<file path="src/rtl/h14tx_pkg.sv">
// Shared HDMI 1.4 TX/RX types: the pixel-period classification, the RX symbol classes
// and the control-token preamble codes.
package h14tx_pkg;

   typedef enum logic [2:0] {
      Control,
      VideoPreamble,
      VideoGuard,
      VideoActive,
      DataPreamble,
      DataGuard,
      DataActive
   } period_t;

   // Enumerators carry a Sym prefix so they do not collide with period_t's Control.
   typedef enum logic [1:0] {
      SymControl,
      SymGuard,
      SymData,
      SymError
   } symbol_kind_t;

   typedef enum logic [1:0] {
      StCtrl,
      StPre,
      StGuard,
      StActive
   } rx_state_t;

   localparam logic [3:0] VideoPreambleCtl = 4'b0001;
   localparam logic [3:0] DataPreambleCtl  = 4'b0101;

endpackage

</file>
<file path="src/rtl/h14rx_geometry_meter.sv">
// Latches the measured line width and frame height. Asserts lock once two consecutive
// frames have identical nonzero height and one common width on every line.
module h14rx_geometry_meter
   import h14tx_pkg::*;
#(
   parameter int BitWidth  = 11,
   parameter int BitHeight = 10
) (
   input  logic                 clk,
   input  logic                 rst_n,
   input  logic                 line_start,
   input  logic                 line_end,
   input  logic [BitWidth-1:0]  line_width,
   input  logic                 frame_end,
   input  logic                 proto_err,
   output logic [BitWidth-1:0]  active_width,
   output logic [BitHeight-1:0] active_height,
   output logic                 locked
);

   logic [BitWidth-1:0]  active_width_q,  active_width_d;
   logic [BitHeight-1:0] active_height_q, active_height_d;
   logic                 locked_q,        locked_d;
   logic [BitHeight-1:0] line_cnt_q,      line_cnt_d;
   logic [BitWidth-1:0]  ref_width_q,     ref_width_d;
   logic                 ref_valid_q,     ref_valid_d;
   logic                 frame_ok_q,      frame_ok_d;
   logic [BitWidth-1:0]  prev_width_q,    prev_width_d;
   logic [BitHeight-1:0] prev_height_q,   prev_height_d;
   logic                 prev_ok_q,       prev_ok_d;

   logic [BitWidth-1:0]  cur_ref_width;
   logic                 cur_ref_valid;
   logic                 cur_ok;
   logic                 frame_good;

   // A line end coinciding with a frame end is folded into the frame verdict first.
   always_comb begin
      active_width_d  = active_width_q;
      active_height_d = active_height_q;
      locked_d        = locked_q;
      line_cnt_d      = line_cnt_q;
      prev_width_d    = prev_width_q;
      prev_height_d   = prev_height_q;
      prev_ok_d       = prev_ok_q;
      cur_ref_width   = ref_width_q;
      cur_ref_valid   = ref_valid_q;
      cur_ok          = frame_ok_q;
      frame_good      = 1'b0;

      if (line_start) begin
         line_cnt_d = (&line_cnt_q) ? line_cnt_q : line_cnt_q + BitHeight'(1);
      end

      if (line_end) begin
         active_width_d = line_width;
         if (!ref_valid_q) begin
            cur_ref_width = line_width;
            cur_ref_valid = 1'b1;
         end else if (line_width != ref_width_q) begin
            cur_ok   = 1'b0;
            locked_d = 1'b0;
         end
      end

      ref_width_d = cur_ref_width;
      ref_valid_d = cur_ref_valid;
      frame_ok_d  = cur_ok;

      if (frame_end) begin
         active_height_d = line_cnt_q;
         frame_good      = cur_ok && cur_ref_valid && (line_cnt_q != '0);
         locked_d        = frame_good && prev_ok_q && (line_cnt_q == prev_height_q)
                           && (cur_ref_width == prev_width_q);
         prev_ok_d       = frame_good;
         prev_height_d   = line_cnt_q;
         prev_width_d    = cur_ref_width;
         line_cnt_d      = '0;
         ref_valid_d     = 1'b0;
         frame_ok_d      = 1'b1;
      end

      if (proto_err) begin
         locked_d   = 1'b0;
         frame_ok_d = 1'b0;
      end
   end

   always_ff @(posedge clk or negedge rst_n) begin
      if (!rst_n) begin
         active_width_q  <= '0;
         active_height_q <= '0;
         locked_q        <= 1'b0;
         line_cnt_q      <= '0;
         ref_width_q     <= '0;
         ref_valid_q     <= 1'b0;
         frame_ok_q      <= 1'b1;
         prev_width_q    <= '0;
         prev_height_q   <= '0;
         prev_ok_q       <= 1'b0;
      end else begin
         active_width_q  <= active_width_d;
         active_height_q <= active_height_d;
         locked_q        <= locked_d;
         line_cnt_q      <= line_cnt_d;
         ref_width_q     <= ref_width_d;
         ref_valid_q     <= ref_valid_d;
         frame_ok_q      <= frame_ok_d;
         prev_width_q    <= prev_width_d;
         prev_height_q   <= prev_height_d;
         prev_ok_q       <= prev_ok_d;
      end
   end

   assign active_width  = active_width_q;
   assign active_height = active_height_q;
   assign locked        = locked_q;

endmodule

</file>
<file path="src/rtl/h14rx_timings_video_recover.sv">
// RX video timing recovery: classifies each decoded pixel period, tracks the raster
// position and feeds line/frame strobes to the geometry meter.
module h14rx_timings_video_recover
   import h14tx_pkg::*;
#(
   parameter int BitWidth        = 11,
   parameter int BitHeight       = 10,
   parameter int PreambleLength  = 8,
   parameter int GuardLength     = 2,
   parameter bit VsyncActiveHigh = 1'b1
) (
   input  logic                 clk,
   input  logic                 rst_n,
   input  symbol_kind_t         sym_kind,
   input  logic [3:0]           ctl,
   input  logic                 hsync,
   input  logic                 vsync,
   output period_t              timings,
   output logic [BitWidth-1:0]  x,
   output logic [BitHeight-1:0] y,
   output logic [BitWidth-1:0]  active_width,
   output logic [BitHeight-1:0] active_height,
   output logic                 locked,
   output logic                 proto_err
);

   localparam int PreW = $clog2(PreambleLength + 1);
   localparam int GrdW = $clog2(GuardLength + 1);
   localparam logic [PreW-1:0] PreFull = PreW'(PreambleLength);
   localparam logic [GrdW-1:0] GrdFull = GrdW'(GuardLength);

   rx_state_t            state_q,     state_d;
   logic [PreW-1:0]      pre_cnt_q,   pre_cnt_d;
   logic [GrdW-1:0]      g_cnt_q,     g_cnt_d;
   period_t              timings_q,   timings_d;
   logic [BitWidth-1:0]  x_q,         x_d;
   logic [BitHeight-1:0] y_q,         y_d;
   logic                 y_restart_q, y_restart_d;
   logic                 vs_prev_q,   vs_prev_d;
   logic                 proto_err_q;

   logic                 err;
   logic                 line_start;
   logic                 line_end;
   logic                 frame_end;
   logic                 vs_active;
   logic [BitWidth-1:0]  line_width;
   logic                 hsync_unused;

   assign hsync_unused = hsync;
   assign vs_active    = (vsync == VsyncActiveHigh);
   assign line_width   = (&x_q) ? x_q : x_q + BitWidth'(1);

   // Vsync edges are judged on Control symbols only; the FSM runs independently alongside.
   always_comb begin
      state_d     = state_q;
      pre_cnt_d   = pre_cnt_q;
      g_cnt_d     = g_cnt_q;
      timings_d   = Control;
      x_d         = x_q;
      y_d         = y_q;
      y_restart_d = y_restart_q;
      vs_prev_d   = vs_prev_q;
      err         = 1'b0;
      line_start  = 1'b0;
      line_end    = 1'b0;
      frame_end   = 1'b0;

      if (sym_kind == SymControl) begin
         vs_prev_d = vs_active;
         if (vs_active && !vs_prev_q) begin
            frame_end   = 1'b1;
            y_restart_d = 1'b1;
         end
      end

      if (sym_kind == SymError) begin
         err     = 1'b1;
         state_d = StCtrl;
      end else begin
         case (state_q)
            StCtrl: begin
               if (sym_kind == SymControl) begin
                  if (ctl == VideoPreambleCtl) begin
                     state_d   = StPre;
                     pre_cnt_d = PreW'(1);
                     timings_d = VideoPreamble;
                  end
               end else begin
                  err = 1'b1;
               end
            end
            StPre: begin
               if (sym_kind == SymControl && ctl == VideoPreambleCtl) begin
                  pre_cnt_d = (pre_cnt_q == PreFull) ? PreFull : pre_cnt_q + PreW'(1);
                  timings_d = VideoPreamble;
               end else if (sym_kind == SymControl) begin
                  state_d = StCtrl;
               end else if (sym_kind == SymGuard && pre_cnt_q == PreFull) begin
                  state_d   = StGuard;
                  g_cnt_d   = GrdW'(1);
                  timings_d = VideoGuard;
               end else begin
                  err     = 1'b1;
                  state_d = StCtrl;
               end
            end
            StGuard: begin
               if (sym_kind == SymGuard && g_cnt_q < GrdFull) begin
                  g_cnt_d   = g_cnt_q + GrdW'(1);
                  timings_d = VideoGuard;
               end else if (sym_kind == SymData && g_cnt_q == GrdFull) begin
                  state_d    = StActive;
                  timings_d  = VideoActive;
                  x_d        = '0;
                  line_start = 1'b1;
                  if (y_restart_q) begin
                     y_d         = '0;
                     y_restart_d = 1'b0;
                  end else begin
                     y_d = (&y_q) ? y_q : y_q + BitHeight'(1);
                  end
               end else begin
                  err     = 1'b1;
                  state_d = StCtrl;
               end
            end
            StActive: begin
               if (sym_kind == SymData) begin
                  timings_d = VideoActive;
                  x_d       = (&x_q) ? x_q : x_q + BitWidth'(1);
               end else if (sym_kind == SymControl) begin
                  state_d  = StCtrl;
                  line_end = 1'b1;
               end else begin
                  err     = 1'b1;
                  state_d = StCtrl;
               end
            end
            default: state_d = StCtrl;
         endcase
      end
   end

   always_ff @(posedge clk or negedge rst_n) begin
      if (!rst_n) begin
         state_q     <= StCtrl;
         pre_cnt_q   <= '0;
         g_cnt_q     <= '0;
         timings_q   <= Control;
         x_q         <= '0;
         y_q         <= '0;
         y_restart_q <= 1'b1;
         vs_prev_q   <= 1'b0;
         proto_err_q <= 1'b0;
      end else begin
         state_q     <= state_d;
         pre_cnt_q   <= pre_cnt_d;
         g_cnt_q     <= g_cnt_d;
         timings_q   <= timings_d;
         x_q         <= x_d;
         y_q         <= y_d;
         y_restart_q <= y_restart_d;
         vs_prev_q   <= vs_prev_d;
         proto_err_q <= err;
      end
   end

   h14rx_geometry_meter #(
      .BitWidth  (BitWidth),
      .BitHeight (BitHeight)
   ) u_meter (
      .clk           (clk),
      .rst_n         (rst_n),
      .line_start    (line_start),
      .line_end      (line_end),
      .line_width    (line_width),
      .frame_end     (frame_end),
      .proto_err     (err),
      .active_width  (active_width),
      .active_height (active_height),
      .locked        (locked)
   );

   assign timings   = timings_q;
   assign x         = x_q;
   assign y         = y_q;
   assign proto_err = proto_err_q;

endmodule

</file>
<file path="config.mk">
export PLATFORM = sky130hd
export DESIGN_NAME = h14rx_timings_video_recover
export DESIGN_NICKNAME = d
export VERILOG_FILES = /design/src/rtl/h14tx_pkg.sv /design/src/rtl/h14rx_geometry_meter.sv /design/src/rtl/h14rx_timings_video_recover.sv
export SDC_FILE = /design/constraint.sdc
export NUM_CORES = 1
export LEC_CHECK = 0
export ABC_AREA = 0
export CAP_MARGIN = 15
export CORE_ASPECT_RATIO = 1.75
export CORE_MARGIN = 4
export CORE_UTILIZATION = 62
export CTS_BUF_LIST = sky130_fd_sc_hd__clkbuf_16
export CTS_CLUSTER_DIAMETER = 50
export CTS_CLUSTER_SIZE = 25
export DETAILED_ROUTE_END_ITERATION = 10
export PLACE_DENSITY_LB_ADDON = 0.08
export SLEW_MARGIN = 25
export SYNTH_ARGS = -nofsm -noshare
export SYNTH_HDL_FRONTEND = slang
export SYNTH_SLANG_ARGS = --single-unit
</file>
<file path="constraint.sdc">
create_clock -name clk -period 4.79 [get_ports clk]
set_clock_uncertainty 0.05 [all_clocks]
set_input_delay 0.958 -clock clk [delete_from_list [all_inputs] [get_ports clk]]
set_output_delay 0.958 -clock clk [all_outputs]
set_load 0.005 [all_outputs]
</file>
---- Word level (Yosys, flattened, before mapping) ----
Cells that the tools add are included.
storage, ports and cells
  flip-flop bits (word level) ............. 92
  logic and storage cells ................. 166
operators by class
  add/sub/neg operators ................... 5
  $lt $le $gt $ge ......................... 1
  equal/unequal tests ..................... 29
  muxes and demuxes ....................... 80
  bitwise operators ....................... 2
  reduce and logical (&&, ||, !) cells .... 31
operator list
  kind                   number
  $mux 11                6
  $mux 10                5
  $mux 1                 39
  $mux 2                 19
  $ne 2x2->1 const B     12
  $pmux 11 s2            1
  $add 10x1->10 const B  2
  $reduce_and 10->1      2
  $reduce_and 5->1       4
  $mux 4                 4
  $ne 3x3->1 const B     5
  $pmux 3 s4             1
  $add 11x1->11 const B  1
  $eq 11x11->1           1
  $ne 11x11->1           1
  $reduce_and 11->1      1
  $eq 10x10->1           1
  $eq 2x2->1 const B     5
  $logic_and 1x1->1      10
  $reduce_bool 10->1     1
  $reduce_bool 3->1      3
  $pmux 2 s4             1
  $pmux 4 s2             1
  $reduce_bool 2->1      4
  15 further kinds       18

---- Logic depth before layout (Yosys ltp) ----
Gate-level depths: netlist of run 1.
  depth after elaboration ................. 13
  depth in mapped cells ................... 11
  mapped depth without buffers ............ 10

---- By module ----
From an unflattened synthesis of run 1, not the netlist that was laid out.
unflattened totals
  cells, all modules ...................... 500
  area total of the unflattened synthesis .. 5048.6 µm²
modules (own cells, without submodules)
  module                       times used  cells an instance  area each (µm²)  seq. area each (µm²)
  h14rx_geometry_meter         1           248                2801.4           1427.6
  h14rx_timings_video_recover  1           252                2247.2           852.1

---- Worst setup path after synthesis of run 1 ----
No wires, ideal clock.
  path type ............................... in2reg
  from .................................... input sym_kind[1]
  to ...................................... register u_meter.locked_q (netlist: u_meter.locked)
  library setup time ...................... 0.078 ns
  arrival time ............................ 2.653 ns
  required time ........................... 4.662 ns
  path slack .............................. 2.010 ns
  stages on the path ...................... 8
  cell sequence ........................... buf_6 > nor3b_4 > nor2_2 > nand4b_4 > or4_4 > a2111oi_4 > nand4_1 > a21oi_1
on the way
  longest elaborated chain between the ends .. 13
  elaborated cells between the ends (all ways) .. 37
RTL lines
  what                                                              RTL line                           source
  from (decl)                                                       h14rx_timings_video_recover.sv:14  input symbol_kind_t sym_kind,
  parallel branches: the longest is 13 deep, another holds $mux 11  -
  to (signal assigned)                                              h14rx_geometry_meter.sv:104        locked_q <= locked_d;
  to (decl)                                                         h14rx_geometry_meter.sv:23         logic locked_q, locked_d;
Parallel ways; which one is timed is not known.
A chain may end at the register's enable or synchronous reset.

---- Final worst setup path of run 1 ----
  from .................................... input sym_kind[1]
  to ...................................... register u_meter.line_cnt_q[7]
on the way
  longest elaborated chain between the ends .. 8
  elaborated cells between the ends (all ways) .. 15
RTL lines
  what                         RTL line                            source
  $eq 2x2->1                   h14rx_timings_video_recover.sv:112  end else if (sym_kind == SymData && g_cnt_q == GrdFull) begin
  $logic_and 1x1->1            h14rx_timings_video_recover.sv:112
  $mux 1                       h14rx_timings_video_recover.sv:112
  $mux 1                       h14rx_timings_video_recover.sv:109  if (sym_kind == SymGuard && g_cnt_q < GrdFull) begin
  $mux 1                       h14rx_timings_video_recover.sv:81   case (state_q)
  $mux 1                       h14rx_timings_video_recover.sv:77   if (sym_kind == SymError) begin
  $reduce_bool 2->1 (no line)  -
  $reduce_and 2->1 (no line)   -
  to (signal assigned)         h14rx_geometry_meter.sv:105         line_cnt_q <= line_cnt_d;
  to (decl)                    h14rx_geometry_meter.sv:24          logic [BitHeight-1:0] line_cnt_q, line_cnt_d;
Several ways; a longest one is shown, not always the timed one.

==> reports/qor.yml, run 1 <==
pwr:
  ir_drop_mv: 0.2369
  powerDensity_nw_per_um2: 285.7
  pwr-share-comb_pct: 11.4
  switchingPower_mw: 0.4282
  pwr-share-clk_pct: 41.1
  leakagePower_nw: 2.753
  cell_internal_pwr_mw: 1.333
  seqPwrFrac_pct: 47.4
  p_sw_share_pct: 24.31
hold_path:
  hold_start: "u_meter.active_width[1]"
  min_to: "u_meter.active_width[1]"
  hold_depth: 2
  min_path_type: "flip-flop to flip-flop"
timing:
  slew_violations: 0
  fmax_ghz: 0.2844
  slew_headroom_pct: 48.50
  tightestPinTransition_ns: 0.7725
  fin_crit_sh_pct: 73.41
  grt_setup_unrepaired: "no"
  finalHoldViolCount: 0
  fin_crit_ns: 3.516
  setup_violations: 0
  fin_ws_ns: 1.274
  tns_ns: 0
synth:
  synth_seq_cells: 91
  synth_warnings: 0
  synthCells: 591
  yosysMostFrequentCell: "nand2_1"
  ys_seq_area_share_pct: 42.89
  synth_area_um2: 5315
  synth_cell_type_count: 71
  async_flop_share_pct: 100.0
  synth_top_cell_area_share_pct: 41.90
  yosys-top-cells-count: "102 x nand2_1, 89 x dfrtp_1, 49 x o21ai_0"
  syn_nets: 612
  synth-edff-count: 0
  avgSynthCellArea_um2: 8.993
  synth_top_flop_cell: "dfrtp_1"
  synth_area_leaders: "dfrtp_1 42%, nand2_1 7.2%, o21ai_0 4.6%"
  yosysTopAreaCell: "dfrtp_1"
cts:
  cts_max_path_buffers: 2
  cts-root-buf: "clkbuf_16"
  cts_tree: "yes"
  cts_made_buffers: 9
  ctsHoldBuffers: 0
  cts.sinks: 91
  clkTransAtPathRegs_ns: 0.06
  postCtsSetupBuffers: 0
  cts_max_level: 3
  cts-resized-gates: 0
  clk_latency_ns: 0.34
routing:
  drc: 0
  drtAntennaViolNets: 0
  first_pass_iters: 4
  route.detailed.wl_per_inst_um: 17.71
  routed_wl_um: 13140
  initialDrtViolationCount: 216
  num_vias: 4465
  routed_via_density: 6.018
finish:
  nets: 645
  layout-drive-gt1-share_pct: 6.699
  synthToLayoutAreaGrowth_pct: 15.98
  n_antenna_cell: 0
worst_setup_path:
  required_ns: 4.95
  r2r_cells: 8
  cp.arrival_ns: 3.68
  r2r_slack_ns: 1.60
  timing.rr.end: "u_meter.prev_ok_q"
  crit_slowest_cell: "clkdlybuf4s50_1"
  cp_top_family: "simple AND/OR/NAND/NOR gates"
  path_cells: "clkdlybuf4s50_1 -> nor2b_1 -> and3_1 -> o21a_1 -> nand4_1 -> nor3_1 -> xnor2_1 -> nor2_1"
  cp_max_fo: 14
  crit_path_end_kind: "flip-flop"
  r2r-start: "x[0]"
  crit_type: "input pin to flip-flop"
  startpoint_type: "input pin"
  slowest_delay_ns: 0.87
  path_buf_inv: 1
  critPathLaunch: "sym_kind[1]"
global_route:
  grt_pass1_wl_um: 22160
  grt_max_degree: 62
  grt_use_total_pct: 27.90
  grt_pass1_vias: 4574
  antenna_found_initial: 0
  grt_remaining_overflow: 0
placement:
  gp_congestion: 0.9306
  portBuffers: 54
  dpl_worst_slack_ns: 0.8972
  hpwl_um: 9558
job:
  drv_cap: 0
die:
  dieArea_um2: 10180
  io_pins: 57
  core_area_um2: 8313
  die_height_um: 130.5
  die_w_um: 77.99
  start_util_pct: 63.94
  num_rows: 44
outcome:
  status: "finished clean"
-- cells by family (layout without fill, tap and decap cells) --
logic type	Yosys count	after routing	synth area share, %
other	1	1	0.07055
AO/OA/AOI/OAI	137	137	16.95
adder cells (fa/ha/maj)	11	11	2.589
multiplexers	10	10	2.048
buffers and inverters	55	91	4.567
AND/OR/NAND/NOR	241	241	23.47
XOR/XNOR	45	45	7.415
flip-flops	91	91	42.89
-- sequential cells by signal, indices dropped and copies added, names as in the netlist --
name and flops:
vs_prev_q 1, u_meter.ref_valid_q 1, proto_err 1, timings 2, pre_cnt_q 4, u_meter.line_cnt_q 10
u_meter.frame_ok_q 1, u_meter.active_width 11, u_meter.locked 1, state_q 2, u_meter.active_height 10, u_meter.ref_width_q 11
y_restart_q 1, g_cnt_q 2, y 10, x 11, u_meter.prev_width_q 11, u_meter.prev_ok_q 1
-- cells in the final DEF (no fill, tap or decap), drive strengths merged, types with 8 or more instances in the layout --
cell type        n
xnor2           22
nand3           22
a21oi           25
nand4           15
nand2          102
and3             8
ha              11
dfrtp           89
nor2            38
o21ai           50
inv             19
nor3             9
clkdlybuf4s50   53
clkbuf           9
xor2            23
-- how the worst max path moves through the flow --
stage | cells past startpoint | endpoint
3_5_place_dp | 7 | u_meter.locked
3_3_place_gp | 7 | u_meter.locked
5_1_grt | 8 | u_meter.line_cnt_q[7]
6_report | 8 | u_meter.line_cnt_q[7]
2_1_floorplan | 8 | u_meter.locked
4_1_cts | 7 | u_meter.locked
-- layer usage --
metal	global-route usage [%]	routed length, um	up-vias
met5	0	0	-
met4	17.82	804	0
met3	6.447	546	49
met2	48.48	6880	140
met1	30.58	4907	2133
li1	-	-	2143
-- through the flow --
step	area [um^2]	hold slack (ns)	std cells	utilization, %	power, mW
2_1_floorplan	5315	0.3995	591	-	0.9705
3_3_place_gp	5856	0.4152	727	70.44	1.037
3_5_place_dp	5856	0.4238	727	70.44	1.045
4_1_cts	6153	0.4369	741	74.02	1.776
5_1_grt	6165	0.4737	742	74.16	1.842
6_report	6165	0.4321	742	74.16	1.761
-- power groups by stage --
| stage | logic (mW) | clock network [mW] | registers [mW] |
|---|---|---|---|
| 2_1_floorplan | 0.129 | 0 | 0.841 |
| 3_3_place_gp | 0.190 | 0 | 0.846 |
| 3_5_place_dp | 0.197 | 0 | 0.848 |
| 4_1_cts | 0.201 | 0.741 | 0.835 |
| 5_1_grt | 0.229 | 0.773 | 0.840 |
| 6_report | 0.201 | 0.724 | 0.835 |
-- layout make-up --
| class | count | area, um^2 |
|---|---|---|
| Timing Repair Buffer | 60 | 586.8 |
| Clock buffer | 9 | 225.2 |
| Sequential cell | 91 | 2280 |
| Clock inverter | 5 | 72.57 |
| Tap cell | 115 | 143.9 |
| Inverter | 17 | 63.81 |
| Multi-Input combinational cell | 445 | 2793 |
| Fill cell | 623 | 2148 |
-- worst min-delay path: stages (launching register included) --
cell and delay, ns:
dfrtp_1 0.34, nand2_1 0.04, o21ai_0 0.06
Power figures use the tool's default switching activity.
==> inputs of run 2 (changes only) <==
--- a/config.mk
+++ b/config.mk
@@ -9,7 +9,7 @@
 export CAP_MARGIN = 15
 export CORE_ASPECT_RATIO = 1.75
 export CORE_MARGIN = 4
-export CORE_UTILIZATION = 62
+export CORE_UTILIZATION = 52
 export CTS_BUF_LIST = sky130_fd_sc_hd__clkbuf_16
 export CTS_CLUSTER_DIAMETER = 50
 export CTS_CLUSTER_SIZE = 25
==> constraint.sdc (replaced) <==
create_clock -name clk -period 3.2 [get_ports clk]
set_clock_uncertainty 0.05 [all_clocks]
set_input_delay 0.64 -clock clk [delete_from_list [all_inputs] [get_ports clk]]
set_output_delay 0.64 -clock clk [all_outputs]
set_load 0.005 [all_outputs]
==> run 2 against run 1 <==
Against the previous run: register-to-register slack worse by 1.3 ns; sequential share of layout area fell by 1.1 points; combinational power up 54%; worst hold slack worse by 0.16 ns; die area up 18%; clock power grew 42%; critical path depth is the same; via count up 3.5%; cell count up 4.6%; first-iteration DRC count up 11%; worst setup slack worse by 0.98 ns; critical path type is now flip-flop to flip-flop; critical endpoint is now u_meter.prev_ok_q; largest power group unchanged.
==> reports/qor.yml, run 2 (synthesized netlist as in run 1, its figures left out) <==
outcome:
  status: "finished clean"  # unchanged
cts:
  cts_max_path_buffers: 2  # unchanged
  postCtsSetupBuffers: 0  # unchanged
  cts.sinks: 91  # unchanged
  clk_latency_ns: 0.34  # about the same
  ctsHoldBuffers: 0  # unchanged
  cts_made_buffers: 9  # unchanged
  cts-root-buf: "clkbuf_16"  # unchanged
  cts-resized-gates: 0  # unchanged
  cts_tree: "yes"  # unchanged
  cts_max_level: 3  # unchanged
  clkTransAtPathRegs_ns: 0.06  # about the same
die:
  start_util_pct: 53.64  # was 63.94%
  io_pins: 57  # unchanged
  num_rows: 48  # was 44
  die_w_um: 84.43  # was 77.99 um
  core_area_um2: 9910  # was 8313 um^2
  dieArea_um2: 11970  # was 10180 um^2
  die_height_um: 141.7  # was 130.5 um
routing:
  drc: 0  # unchanged
  first_pass_iters: 5  # was 4
  routed_via_density: 5.955  # was 6.018
  routed_wl_um: 13690  # was 13140 um
  route.detailed.wl_per_inst_um: 17.64  # was 17.71 um
  initialDrtViolationCount: 240  # was 216
  drtAntennaViolNets: 0  # unchanged
  num_vias: 4621  # was 4465
worst_setup_path:
  r2r_cells: 8  # unchanged
  crit_path_end_kind: "flip-flop"  # unchanged
  slowest_delay_ns: 0.48  # was 0.87 ns
  cp.arrival_ns: 3.12  # was 3.68 ns
  timing.rr.end: "u_meter.prev_ok_q"  # unchanged
  path_cells: "ha_1 -> and3_1 -> nand3_2 -> mux2i_2 -> xnor2_1 -> a2111oi_0 -> a21oi_1 -> o21ai_0"  # was clkdlybuf4s50_1 -> nor2b_1 -> and3_1 -> o21a_1 -> nand4_1 -> nor3_1 -> xnor2_1 -> nor2_1
  cp_max_fo: 10  # was 14
  crit_slowest_cell: "mux2i_2"  # was clkdlybuf4s50_1
  r2r_slack_ns: 0.29  # was 1.60 ns
  startpoint_type: "flip-flop"  # was input pin
  r2r-start: "x[0]"  # unchanged
  crit_type: "flip-flop to flip-flop"  # was input pin to flip-flop
  required_ns: 3.41  # was 4.95 ns
pwr:
  leakagePower_nw: 2.853  # was 2.753 nW
  powerDensity_nw_per_um2: 408.5  # was 285.7 nW/um^2
  ir_drop_mv: 0.3614  # was 0.2369 mV
finish:
  final_common_cell: "nand2_1"  # unchanged
  final_cell_mix: "102 x nand2_1, 89 x dfrtp_1, 53 x clkdlybuf4s50_1, 49 x o21ai_0, 37 x nor2_1"  # unchanged
  nets: 668  # was 645
  fill_cells: 881  # was 623
  layout-drive-gt1-share_pct: 10.29  # was 6.699%
  fin_util_pct: 64.03  # was 74.16%
  synthToLayoutAreaGrowth_pct: 19.37  # was 15.98%
  n_antenna_cell: 0  # unchanged
placement:
  hpwl_um: 10200  # was 9558 um
  gp_congestion: 0.9343  # was 0.9306
  dpl_worst_slack_ns: -0.006752  # was 0.8972 ns
  portBuffers: 54  # unchanged
timing:
  slew_violations: 0  # unchanged
  grt_setup_unrepaired: "no"  # unchanged
  fin_ws_ns: 0.2890  # was 1.274 ns
  finalHoldViolCount: 0  # unchanged
  fin_crit_sh_pct: 90.97
  slew_headroom_pct: 50.66  # was 48.50%
  tns_ns: 0  # unchanged
  fmax_ghz: 0.3435
  fin_crit_ns: 2.911
  tightestPinTransition_ns: 0.7324  # was 0.7725 ns
  setup_violations: 0  # unchanged
global_route:
  grt_pass1_wl_um: 22870  # was 22160 um
  grt_remaining_overflow: 0  # unchanged
  grt_use_total_pct: 23.96  # was 27.90%
  antenna_found_initial: 0  # unchanged
  grt_pass1_vias: 4686  # was 4574
  grt_max_degree: 51  # was 62
hold_path:
  min_path_type: "input pin to async pin"  # was flip-flop to flip-flop
job:
  drv_cap: 0  # unchanged
-- run 2: changes by cell type in the layout (fill, tap and decap cells not counted), sizes merged --
cell / before / now
bufinv: 2 / 1
clkinvlp: 0 / 2
inv: 19 / 18
buf: 7 / 30
clkinv: 1 / 2
-- run 2: power by group --
part	total (mW)	leakage (nW)	internal, mW	switching [mW]
logic	0.309	1.49	0.138	0.171
registers	1.25	1.23	1.20	0.0486
clock network	1.03	0.138	0.595	0.438
-- run 2: how the worst max path moves through the flow --
stage / to / cells past startpoint / slack [ns] / start
6_report: u_meter.prev_ok_q / 8 / 0.29 / x[0]
5_1_grt: u_meter.prev_ok_q / 8 / 0.15 / x[0]
4_1_cts: u_meter.locked / 7 / 0.32 / sym_kind[1]
3_5_place_dp: u_meter.locked / 7 / -0.007 / sym_kind[1]
3_3_place_gp: u_meter.locked / 10 / 0.01 / sym_kind[1]
2_1_floorplan: u_meter.locked / 8 / 0.74 / sym_kind[1]
-- run 2: cell type report --
cell class | instances | area, um^2 | share of cell area, %
multi-input cells | 445 | 2793 | 44.01
flip-flops and latches | 91 | 2280 | 35.93
repair buffers | 83 | 768.2 | 12.11
clock buffers | 9 | 225.2 | 3.550
well taps | 125 | 156.4 | 2.465
inverters | 17 | 63.81 | 1.006
clock inverters | 6 | 58.81 | 0.9268
-- run 2: critical path, delay by kind of cell, from the launching register on --
family,cells,cell delay [ns]
flip-flops,1,0.35
adder cells (fa/ha/maj),1,0.37
XOR/XNOR,1,0.11
AND/OR/NAND/NOR,2,0.66
multiplexers,1,0.48
AO/OA/AOI/OAI,3,0.81
-- run 2: stage by stage --
step / hold slack, ns / cells / power (mW) / area [um^2]
after floorplan: 0.2944 / 591 / 1.453 / 5315
after global placement: 0.4171 / 761 / 1.568 / 6061
after detailed placement: 0.4191 / 761 / 1.585 / 6061
after CTS: 0.2996 / 776 / 2.621 / 6345
after global routing: 0.3263 / 776 / 2.730 / 6345
final: 0.2718 / 776 / 2.592 / 6345
-- run 2: routing by layer --
layer | wire length, um | vias to the layer above | track usage (%)
li1 | - | 2188 | -
met2 | 7125 | 154 | 41.55
met4 | 898 | 0 | 16.18
met1 | 5025 | 2225 | 25.69
met3 | 642 | 54 | 5.346
met5 | 0 | - | 0
==> inputs of run 3 (changes only) <==
--- a/config.mk
+++ b/config.mk
@@ -14,6 +14,7 @@
 export CTS_CLUSTER_DIAMETER = 50
 export CTS_CLUSTER_SIZE = 25
 export DETAILED_ROUTE_END_ITERATION = 10
+export GPL_ROUTABILITY_DRIVEN = 0
 export PLACE_DENSITY_LB_ADDON = 0.08
 export SLEW_MARGIN = 25
 export SYNTH_ARGS = -nofsm -noshare
==> results of run 3 <==
No change in the layout: final DEF, timing and power equal those of run 2.
